<file path="config.mk">
export PLATFORM = sky130hd
export DESIGN_NAME = add_arb_sched
export DESIGN_NICKNAME = d
export VERILOG_FILES = /design/src/rtl/add_arb_pkg.sv /design/src/rtl/add_arb_rsp_fifo.sv /design/src/rtl/add_arb_sched.sv
export SDC_FILE = /design/constraint.sdc
export NUM_CORES = 1
export LEC_CHECK = 0
export BUFFER_PORTS_ARGS = -buffer_cell sky130_fd_sc_hd__buf_2
export CORE_AREA = 2 2 154 156
export CTS_CLUSTER_SIZE = 12
export DETAILED_ROUTE_END_ITERATION = 10
export DIE_AREA = 0 0 156 158
export GPL_ROUTABILITY_DRIVEN = 0
export HOLD_SLACK_MARGIN = 0.08
export SYNTH_ARGS = -nofsm -noshare
export SYNTH_HDL_FRONTEND = slang
export SYNTH_SLANG_ARGS = --single-unit
</file>
<file path="constraint.sdc">
create_clock -name clk -period 2.31 [get_ports clk]
set_input_delay 0.462 -clock clk [delete_from_list [all_inputs] [get_ports clk]]
set_output_delay 0.462 -clock clk [all_outputs]
set_load 0.01 [all_outputs]
</file>
<file path="src/rtl/add_arb_pkg.sv">
// Shared types and helpers for the round-robin adder scheduler.
//   WORD_W      : datapath width of operands and sums.
//   ID_W_MAX    : storage width of requester IDs (covers up to 8 requesters).
//   id_width()  : bits needed to name one of n requesters.
//   rsp_entry_t : one response FIFO entry {id, sum}.
//   tag_t       : one stage of the in-flight tag pipeline {valid, id}.
package add_arb_pkg;

  localparam int WORD_W   = 32;
  localparam int ID_W_MAX = 3;

  function automatic int id_width(input int n);
    return (n > 1) ? $clog2(n) : 1;
  endfunction

  typedef struct packed {
    logic [ID_W_MAX-1:0] id;
    logic [WORD_W-1:0]   sum;
  } rsp_entry_t;

  typedef struct packed {
    logic                valid;
    logic [ID_W_MAX-1:0] id;
  } tag_t;

endpackage

</file>
<file path="src/rtl/add_arb_rsp_fifo.sv">
// Response FIFO: circular buffer of rsp_entry_t with wrapping pointers.
// Push and pop may occur together at any occupancy, including full.
//   clk, rst_n   : clock, asynchronous active-low reset
//   push_i       : write push_data_i at the tail this cycle
//   push_data_i  : entry to write
//   pop_i        : drop the head entry (ignored when empty)
//   head_o       : current head entry
//   full_o       : all DEPTH entries occupied
//   empty_o      : no entries
//   count_o      : current occupancy
module add_arb_rsp_fifo
  import add_arb_pkg::*;
#(
  parameter int DEPTH = 4,
  parameter int CNT_W = $clog2(DEPTH + 1)
) (
  input  logic             clk,
  input  logic             rst_n,
  input  logic             push_i,
  input  rsp_entry_t       push_data_i,
  input  logic             pop_i,
  output rsp_entry_t       head_o,
  output logic             full_o,
  output logic             empty_o,
  output logic [CNT_W-1:0] count_o
);

  localparam int PTR_W = (DEPTH > 1) ? $clog2(DEPTH) : 1;

  rsp_entry_t       mem_q [DEPTH];
  logic [PTR_W-1:0] wr_ptr_q, wr_ptr_d;
  logic [PTR_W-1:0] rd_ptr_q, rd_ptr_d;
  logic [CNT_W-1:0] count_q, count_d;
  logic             do_pop;

  // Explicit wrap so non-power-of-two depths stay inside the array.
  function automatic logic [PTR_W-1:0] ptr_inc(input logic [PTR_W-1:0] p);
    return (p == PTR_W'(DEPTH - 1)) ? '0 : p + PTR_W'(1);
  endfunction

  assign empty_o = (count_q == '0);
  assign full_o  = (count_q == CNT_W'(DEPTH));
  assign count_o = count_q;
  assign head_o  = mem_q[rd_ptr_q];
  assign do_pop  = pop_i & ~empty_o;

  always_comb begin
    wr_ptr_d = wr_ptr_q;
    rd_ptr_d = rd_ptr_q;
    count_d  = count_q;
    if (push_i) wr_ptr_d = ptr_inc(wr_ptr_q);
    if (do_pop) rd_ptr_d = ptr_inc(rd_ptr_q);
    case ({push_i, do_pop})
      2'b10:   count_d = count_q + CNT_W'(1);
      2'b01:   count_d = count_q - CNT_W'(1);
      default: count_d = count_q;
    endcase
  end

  always_ff @(posedge clk or negedge rst_n) begin
    if (!rst_n) begin
      wr_ptr_q <= '0;
      rd_ptr_q <= '0;
      count_q  <= '0;
    end else begin
      wr_ptr_q <= wr_ptr_d;
      rd_ptr_q <= rd_ptr_d;
      count_q  <= count_d;
    end
  end

  // Storage needs no reset: occupancy alone decides what is visible.
  always_ff @(posedge clk) begin
    if (push_i) mem_q[wr_ptr_q] <= push_data_i;
  end

`ifndef SYNTHESIS
  a_no_overflow : assert property (@(posedge clk) disable iff (!rst_n)
    !(push_i && full_o && !pop_i));
  a_no_underflow : assert property (@(posedge clk) disable iff (!rst_n)
    !(pop_i && empty_o));
`endif

endmodule

</file>
<file path="src/rtl/add_arb_sched.sv">
// Round-robin scheduler sharing one pipelined adder among NREQ requesters.
// One add is issued per cycle at most; a {valid, id} tag pipeline matched to
// the adder latency captures each sum into a response FIFO, which returns
// results in issue order. A credit counter (FIFO occupancy + in-flight ops)
// keeps the FIFO from overflowing so the adder never has to stall.
//   clk, rst_n          : clock, asynchronous active-low reset
//   req_valid/req_ready : per-requester request handshake
//   req_x, req_y        : packed operands, requester i at [32i+31:32i]
//   add_x, add_y        : operands to the external adder (0 when idle)
//   add_out             : adder sum, valid LATENCY cycles after operands
//   rsp_valid/rsp_ready : response handshake
//   rsp_id, rsp_sum     : requester ID and sum of the head response
//
// Handshakes: a transfer happens in any cycle where valid and ready are both
// high. A requester holds req_valid and its operands stable until req_ready;
// dropping req_valid before a grant withdraws the request. req_ready depends
// only on req_valid and registered state, never on rsp_ready.
module add_arb_sched
  import add_arb_pkg::*;
#(
  parameter int NREQ    = 4,
  parameter int LATENCY = 2,
  parameter int DEPTH   = 4
) (
  input  logic                     clk,
  input  logic                     rst_n,
  input  logic [NREQ-1:0]          req_valid,
  output logic [NREQ-1:0]          req_ready,
  input  logic [NREQ*WORD_W-1:0]   req_x,
  input  logic [NREQ*WORD_W-1:0]   req_y,
  output logic [WORD_W-1:0]        add_x,
  output logic [WORD_W-1:0]        add_y,
  input  logic [WORD_W-1:0]        add_out,
  output logic                     rsp_valid,
  input  logic                     rsp_ready,
  output logic [$clog2(NREQ)-1:0]  rsp_id,
  output logic [WORD_W-1:0]        rsp_sum
);

  localparam int IDW   = id_width(NREQ);
  localparam int CNT_W = $clog2(DEPTH + 1);

  logic [IDW-1:0]   rr_ptr_q, rr_ptr_d;
  logic [CNT_W-1:0] cnt_q, cnt_d;
  tag_t             tag_q [LATENCY];

  logic             issue_ok, issue, found, pop;
  logic [IDW-1:0]   win, cand;
  rsp_entry_t       push_data, head;
  logic             fifo_full, fifo_empty;
  logic [CNT_W-1:0] fifo_count;
  logic             unused_ok;

  // Arbitration: first valid requester at or after rr_ptr, wrapping.
  // Gating with rst_n keeps req_ready low while reset is asserted.
  always_comb begin
    issue_ok  = rst_n && (cnt_q < CNT_W'(DEPTH));
    found     = 1'b0;
    win       = '0;
    cand      = '0;
    req_ready = '0;
    add_x     = '0;
    add_y     = '0;
    for (int k = 0; k < NREQ; k++) begin
      cand = IDW'((int'(rr_ptr_q) + k) % NREQ);
      if (!found && req_valid[cand]) begin
        found = 1'b1;
        win   = cand;
      end
    end
    issue = found && issue_ok;
    if (issue) begin
      req_ready[win] = 1'b1;
      add_x = req_x[int'(win)*WORD_W +: WORD_W];
      add_y = req_y[int'(win)*WORD_W +: WORD_W];
    end
  end

  assign pop = rsp_valid & rsp_ready;

  always_comb begin
    rr_ptr_d = rr_ptr_q;
    if (issue) rr_ptr_d = (win == IDW'(NREQ - 1)) ? '0 : win + IDW'(1);
    // A pop returns its credit only from the next cycle on.
    case ({issue, pop})
      2'b10:   cnt_d = cnt_q + CNT_W'(1);
      2'b01:   cnt_d = cnt_q - CNT_W'(1);
      default: cnt_d = cnt_q;
    endcase
  end

  always_ff @(posedge clk or negedge rst_n) begin
    if (!rst_n) begin
      rr_ptr_q <= '0;
      cnt_q    <= '0;
      for (int k = 0; k < LATENCY; k++) tag_q[k] <= '0;
    end else begin
      rr_ptr_q       <= rr_ptr_d;
      cnt_q          <= cnt_d;
      tag_q[0].valid <= issue;
      tag_q[0].id    <= ID_W_MAX'(win);
      for (int k = 1; k < LATENCY; k++) tag_q[k] <= tag_q[k-1];
    end
  end

  // The last tag stage lines up with the adder output for the same op.
  assign push_data.id  = tag_q[LATENCY-1].id;
  assign push_data.sum = add_out;

  add_arb_rsp_fifo #(
    .DEPTH (DEPTH),
    .CNT_W (CNT_W)
  ) u_rsp_fifo (
    .clk         (clk),
    .rst_n       (rst_n),
    .push_i      (tag_q[LATENCY-1].valid),
    .push_data_i (push_data),
    .pop_i       (pop),
    .head_o      (head),
    .full_o      (fifo_full),
    .empty_o     (fifo_empty),
    .count_o     (fifo_count)
  );

  assign rsp_valid = ~fifo_empty;
  assign rsp_id    = head.id[IDW-1:0];
  assign rsp_sum   = head.sum;

  // Spare ID bits and FIFO status only feed the checks below.
  assign unused_ok = ^{head.id, fifo_full, fifo_count};

`ifndef SYNTHESIS
  a_ready_onehot : assert property (@(posedge clk) disable iff (!rst_n)
    $onehot0(req_ready));
  a_cnt_bound : assert property (@(posedge clk) disable iff (!rst_n)
    cnt_q <= CNT_W'(DEPTH));
  a_cnt_covers_fifo : assert property (@(posedge clk) disable iff (!rst_n)
    cnt_q >= fifo_count);
`endif

endmodule

</file>
### Yosys cells after proc, flatten, opt, wreduce, memory -nomap -nowiden

Memories as Yosys holds them, arrays and structs flattened.
Index checks and enable logic that the tools add are counted.

| word-level totals | value |
|---|---|
| memories kept | 1 |
| RAM bits | 136 |
| output and inout bits | 103 |
| register bits after elaboration | 18 |

Memories:

| memory | depth | bits a word | rd ports | clocked after Yosys merged registers in | wr ports | RTL line | source |
|---|---|---|---|---|---|---|---|
| u_rsp_fifo.mem_q | 4 | 34 | 1 | 0 | 1 | add_arb_rsp_fifo.sv:30 | `rsp_entry_t mem_q [DEPTH];` |

| cells by class | value |
|---|---|
| muxes and demuxes | 28 |
| magnitude comparators | 7 |
| shift-type cells | 2 |
| reduce and logical (&&, ||, !) cells | 12 |
| add/subtract/negate cells | 10 |
| eq/ne operators | 7 |
| bitwise logic cells | 3 |

Operators by type and width:

| operator | count |
|---|---|
| 128-bit by 8-bit variable part select with 32-bit output | 2 |
| 32-bit 2-to-1 mux | 2 |
| 2-bit by 3-bit < comparator with 1-bit output, second input constant | 5 |
| 2-bit 2-to-1 mux | 7 |
| 3-bit case mux with 2 select lines | 2 |
| 1-bit 2-to-1 mux | 11 |
| 2-bit == test, second input constant | 5 |
| 2-bit by 1-bit adder with 2-bit output, second input constant | 4 |
| 1-bit binary-select mux with 2-bit select | 4 |
| 3-bit by 1-bit adder with 3-bit output, second input constant | 2 |
| 1-bit logical AND | 6 |
| 3-bit by 1-bit subtractor with 3-bit output, second input constant | 2 |
| 2-bit adder, second input constant | 2 |
| 2-bit by 1-bit == test with 1-bit output, second input constant | 2 |
| 4-bit 2-to-1 mux | 1 |
| 2-bit nonzero test | 2 |
| 1-bit zero test | 3 |
| 3-bit zero test | 1 |
| 3-bit < comparator, second input constant | 1 |
| 1-bit bitwise AND | 2 |
| 1-bit demux with 2-bit select | 1 |
| 2-bit by 1-bit greater-or-equal comparator with 1-bit output, second input constant | 1 |
| 1-bit NOT | 1 |

### Longest topological paths before layout

| depth | value |
|---|---|
| word-level depth | 17 |
| mapped depth | 10 |

### Hierarchy

From an unflattened synthesis, not the netlist that was laid out.

| second synthesis, totals | value |
|---|---|
| cells, all modules | 505 |
| area total of the unflattened synthesis | 8077.7 sq um |

Modules (own cells, without submodules):

| module | area each (sq um) | seq. area each (sq um) | cells each | times used |
|---|---|---|---|---|
| add_arb_rsp_fifo | 5535.3 | 4379.2 | 223 | 1 |
| add_arb_sched | 2542.4 | 275.3 | 282 | 1 |

### Worst setup path after synthesis

Ideal clock, no wire load.

| path | value |
|---|---|
| path kind | input to output |
| start point | input req_valid[0] |
| end point | output req_ready[3] |
| path buffers | 3 |
| stages | 9 |
| slack | 200 ps |
| arrival | 1648 ps |
| data required time | 1848 ps |
| cell sequence | inv_1 o22ai_1 a211o_1 buf_2 buf_6 buf_6 inv_2 ha_1 and2_1 |

| between the ends | value |
|---|---|
| cells in the longest elaborated chain, start to end | 17 |
| elaborated cells on any way between the ends | 29 |

RTL lines:

| element | RTL line | source |
|---|---|---|
| start: declaration | add_arb_sched.sv:27 | `input logic [NREQ-1:0] req_valid,` |
| 1-bit binary-select mux with 2-bit select | add_arb_sched.sv:66 | `if (!found && req_valid[cand]) begin` |
| 1-bit 2-to-1 mux (not written as such) | add_arb_sched.sv:66 |  |
| 1-bit 2-to-1 mux | add_arb_sched.sv:66 |  |
| 1-bit zero test | add_arb_sched.sv:66 |  |
| 1-bit logical AND | add_arb_sched.sv:66 |  |
| 1-bit 2-to-1 mux | add_arb_sched.sv:66 |  |
| 1-bit zero test | add_arb_sched.sv:66 |  |
| 1-bit logical AND | add_arb_sched.sv:66 |  |
| [2 not listed] | n/a |  |
| 1-bit logical AND | add_arb_sched.sv:66 |  |
| 2-bit 2-to-1 mux (*) | add_arb_sched.sv:66 |  |
| net win[0] | add_arb_sched.sv:48 | `logic [IDW-1:0] win, cand;` |
| 2-bit by 3-bit < comparator with 1-bit output (not written as such) / 2-bit by 1-bit greater-or-equal comparator with 1-bit output (equally long branches) | add_arb_sched.sv:73 | `req_ready[win] = 1'b1;` |
| 1-bit logical AND (not written as such) | add_arb_sched.sv:73 |  |
| 1-bit 2-to-1 mux (not written as such) | add_arb_sched.sv:73 |  |
| 1-bit demux with 2-bit select (*) | add_arb_sched.sv:73 |  |
| 4-bit 2-to-1 mux (*) | add_arb_sched.sv:72 | `if (issue) begin` |
| end: declaration | add_arb_sched.sv:28 | `output logic [NREQ-1:0] req_ready,` |

The timed path passes the listed nets; every way through them passes the cells marked *. The select of a mux whose other input is x is not followed.

### Worst setup path in the final report

| path | value |
|---|---|
| start point | register rr_ptr_q[0] |
| end point | output add_x[9] |

| between the ends | value |
|---|---|
| cells in the longest elaborated chain, start to end | 14 |
| elaborated cells on any way between the ends | 28 |

RTL lines:

| element | RTL line | source |
|---|---|---|
| start: declaration | add_arb_sched.sv:43 | `logic [IDW-1:0] rr_ptr_q, rr_ptr_d;` |
| start signal: assignment | add_arb_sched.sv:98 | `rr_ptr_q <= rr_ptr_d;` |
| parallel branches: the longest is 13 deep, another holds 2-bit by 1-bit adder with 2-bit output | n/a |  |
| 32-bit 2-to-1 mux (*) | add_arb_sched.sv:72 |  |
| end: declaration | add_arb_sched.sv:31 | `output logic [WORD_W-1:0] add_x,` |

Mark *: on every way between the ends. The select of a mux whose other input is x is not followed.

==> results.py <==
metrics = {
    "run_status": {
        "status": "finished, violations left",
        "violations": "setup timing",
    },
    "pwr": {
        "powerDensity_mw_per_mm2": 1100,
        "p_leak_nw": 5.28,
        "vdd.ir_drop.worst_v": 0.000536,
        "total_power_mw": 12.8,
    },
    "placement": {
        "dpl.cell_count": 1184,
        "post-place-ws_ps": -379,
        "place_hpwl_um": 24400,
        "portBuffers": 397,
    },
    "global_route": {
        "antenna_found_initial": 18,
        "grt_pass1_vias": 6277,
        "grt_max_degree": 37,
        "groute.usage.overall_pct": 24.4,
        "grt_first_pass_wirelength_um": 42000,
        "grt_overflow_total": 0,
    },
    "drt": {
        "totalWireLength_um": 31000,
        "vias": 6339,
        "vias_per_cell": 5.08,
        "routedWlPerCell_um": 24.9,
        "drtIter0Drc": 483,
        "ant_nets": 0,
        "firstDrtPassIters": 4,
        "drcViolationCount": 0,
    },
    "sta": {
        "fin_ws_ps": -399,
        "layout_min_cycle_time_ps": 2710,
        "worst_slew_margin_rel_pct": 76.3,
        "fin_crit_sh_pct": 117,
        "finalHoldViolCount": 0,
        "rsz0062_at_grt": "yes",
        "fmax_mhz": 369,
        "drv_slew": 0,
        "finalSetupTns_ps": -21850,
        "tightest_slew_ps": 354,
        "finalClockSkew_ps": 13.1,
        "setup_violations": 68,
    },
    "synthesis": {
        "synth_top_area_share_pct": 52.7,
        "yosysWarnings": 0,
        "synth.avg_cell_area_um2": 15.8,
        "yosysSeqAreaShare_pct": 58.5,
        "syn_area_mm2": 0.00775,
        "synth_cell_types": 29,
        "synth_nets": 800,
        "synth_cells": 492,
        "synth_top_cell_by_area": "edfxtp_1",
        "ys_ff_latch": 154,
        "synth_area_leaders": "edfxtp_1 53%, mux2i_1 17%, mux4_2 9.9%",
    },
    "critical_path": {
        "start_kind": "register",
        "crit_type": "reg2out",
        "cp.required_ps": 1850,
        "cp-end-kind": "primary output",
        "crit_fanout": 6,
        "arrival_ps": 2250,
    },
    "clocking": {
        "root_buffer": "clkbuf_16",
        "cts_tree": "yes",
        "clk_latency_ps": 420,
        "cts_htree_levels": 4,
        "cts_buffers": 17,
        "cts.clk_slew.worst_paths_ps": 70,
        "clockBufferDepth": 2,
        "cts_sinks": 154,
    },
    "floorplan": {
        "fp.dieH_um": 158,
        "core-area_mm2": 0.0231,
        "start_util_pct": 33.6,
        "num_rows": 56,
        "die_area_mm2": 0.0246,
        "die_w_um": 156,
        "ios": 398,
    },
    "cells_and_area": {
        "stdcell_count": 1247,
        "nets": 1242,
        "area_growth_pct": 50.4,
        "fill_cells": 2021,
        "drive_above_1_share_pct": 59.8,
    },
    "hold_path": {
        "min_path_type": "in2reg",
    },
    "run": {
        "maxCapViolations": 0,
    },
}
## metrics by stage
| stage | utilization (%) | hold WS [ps] | cell area, µm² |
|---|---|---|---|
| after global routing | 50.5 | 244 | 11600 |
| after CTS | 49.9 | 242 | 11500 |
| after global placement | 44.8 | 333 | 10300 |
| after detailed placement | 44.8 | 335 | 10300 |
| final | 50.6 | 261 | 11700 |
| after floorplan | - | 166 | 7750 |
## path summary, 6_finish.rpt
kind | from | end | slack (ps) | depth (start not counted)
min in group asynchronous | rst_n | u_rsp_fifo.count_o[0]$_DFFE_PN0P_ | 610 | 3
worst max-delay path | rr_ptr_q[0]$_DFFE_PN0P_ | add_x[9] | -400 | 8
worst min-delay path | add_out[28] | u_rsp_fifo.mem_q[0][28]$_DFFE_PP_ | 260 | 1
worst min register to register | tag_q[4]$_DFF_PN0_ | push_data[32]$_DFF_PN0_ | 350 | 0
max in group asynchronous | rst_n | u_rsp_fifo.rd_ptr_q[0]$_DFFE_PN0N_ | 1470 | 3
worst max register to register | u_rsp_fifo.count_o[1]$_DFFE_PN0P_ | cnt_q[2]$_DFFE_PN0P_ | 330 | 8
## timing repair
action	CTS	global route
pin swaps	6	11
hold endpoints to repair	18	0
endpoints found under the setup margin	81	68
cloned	9	1
gates resized for setup	62	26
hold buffers	1	0
buffers inserted	7	6
## layout by cell type, fill, tap and decap left out, types with 3 or more instances in the layout
master / instances
mux4_2: 34
nand2_1: 6
buf_12: 14
buf_4: 25
bufinv_16: 3
nor2_1: 5
and2_2: 4
and2_4: 4
mux2i_2: 7
dfrtp_2: 3
ha_4: 3
mux2i_1: 115
inv_1: 12
buf_16: 5
edfxtp_1: 136
mux2i_4: 7
o21ai_0: 3
ha_1: 7
clkbuf_16: 18
buf_2: 389
inv_6: 3
xor2_1: 4
diode_2: 10
o22ai_2: 5
buf_6: 20
o22ai_1: 59
dfrtp_1: 15
## cell families after synthesis
group	synth area share [%]
muxes	26.8
DFF	58.5
AOI/OAI and AO/OA	5.84
buffers and inverters	3.62
and+or+nand+nor	2.23
adders and majority gates	2.29
xor gates and xnor gates	0.678
## cell usage after synthesis
library cell  instances
nor2_1                5
a211o_1               1
nand2b_1              2
nor3_2                1
o22ai_1              65
edfxtp_1            136
clkbuf_1             16
inv_2                 3
inv_1                12
buf_6                11
mux2i_1             129
dfrtp_1              18
ha_1                 11
and2_1               10
xnor2_1               2
o31ai_1               1
xor2_1                4
or3_1                 2
o21ai_0               3
fa_1                  2
mux2_1                2
nor3b_1               1
mux4_2               34
nand2_2               1
a21oi_1               3
nand2_1               7
buf_2                 8
nand3b_2              1
nand3_1               1
## sequential cells by signal, summed over array words and instances, names as in the netlist
register,count
push_data,2
rr_ptr_q,2
cnt_q,3
u_rsp_fifo.rd_ptr_q,2
u_rsp_fifo.wr_ptr_q,2
u_rsp_fifo.count_o,3
tag_q,4
u_rsp_fifo.mem_q,136
## worst max-delay path, stage by stage (launching register included)
cell	delay, ps
dfrtp_1	420
nand2b_4	170
a21oi_4	60
a211o_4	330
buf_12	150
buf_12	140
mux2i_4	220
o22ai_2	170
buf_2	150
## power by group
part	internal, mW	leakage [nW]	switching (mW)
clock network	1.70	0.284	1.08
registers	3.54	1.45	0.226
logic	3.29	3.54	2.99
total	8.53	5.28	4.30
## routing by layer
metal / share of wire (%) / GRT usage, %
met5: 0.035 / 0
met4: 2.3 / 7.86
met3: 8.3 / 6.84
met2: 50 / 40.3
met1: 40 / 31.2
## area by class of cell
type | instances | area (µm²) | share of cell area (%)
Clock buffer | 18 | 429 | 3.68
Tap cell | 290 | 363 | 3.11
Inverter | 15 | 63.8 | 0.548
Timing Repair Buffer | 457 | 2860 | 24.5
Antenna cell | 10 | 25.0 | 0.215
Sequential cell | 154 | 4540 | 38.9
Clock inverter | 14 | 169 | 1.45
Multi-Input combinational cell | 289 | 3210 | 27.5
Power figures use the tool's default switching activity.
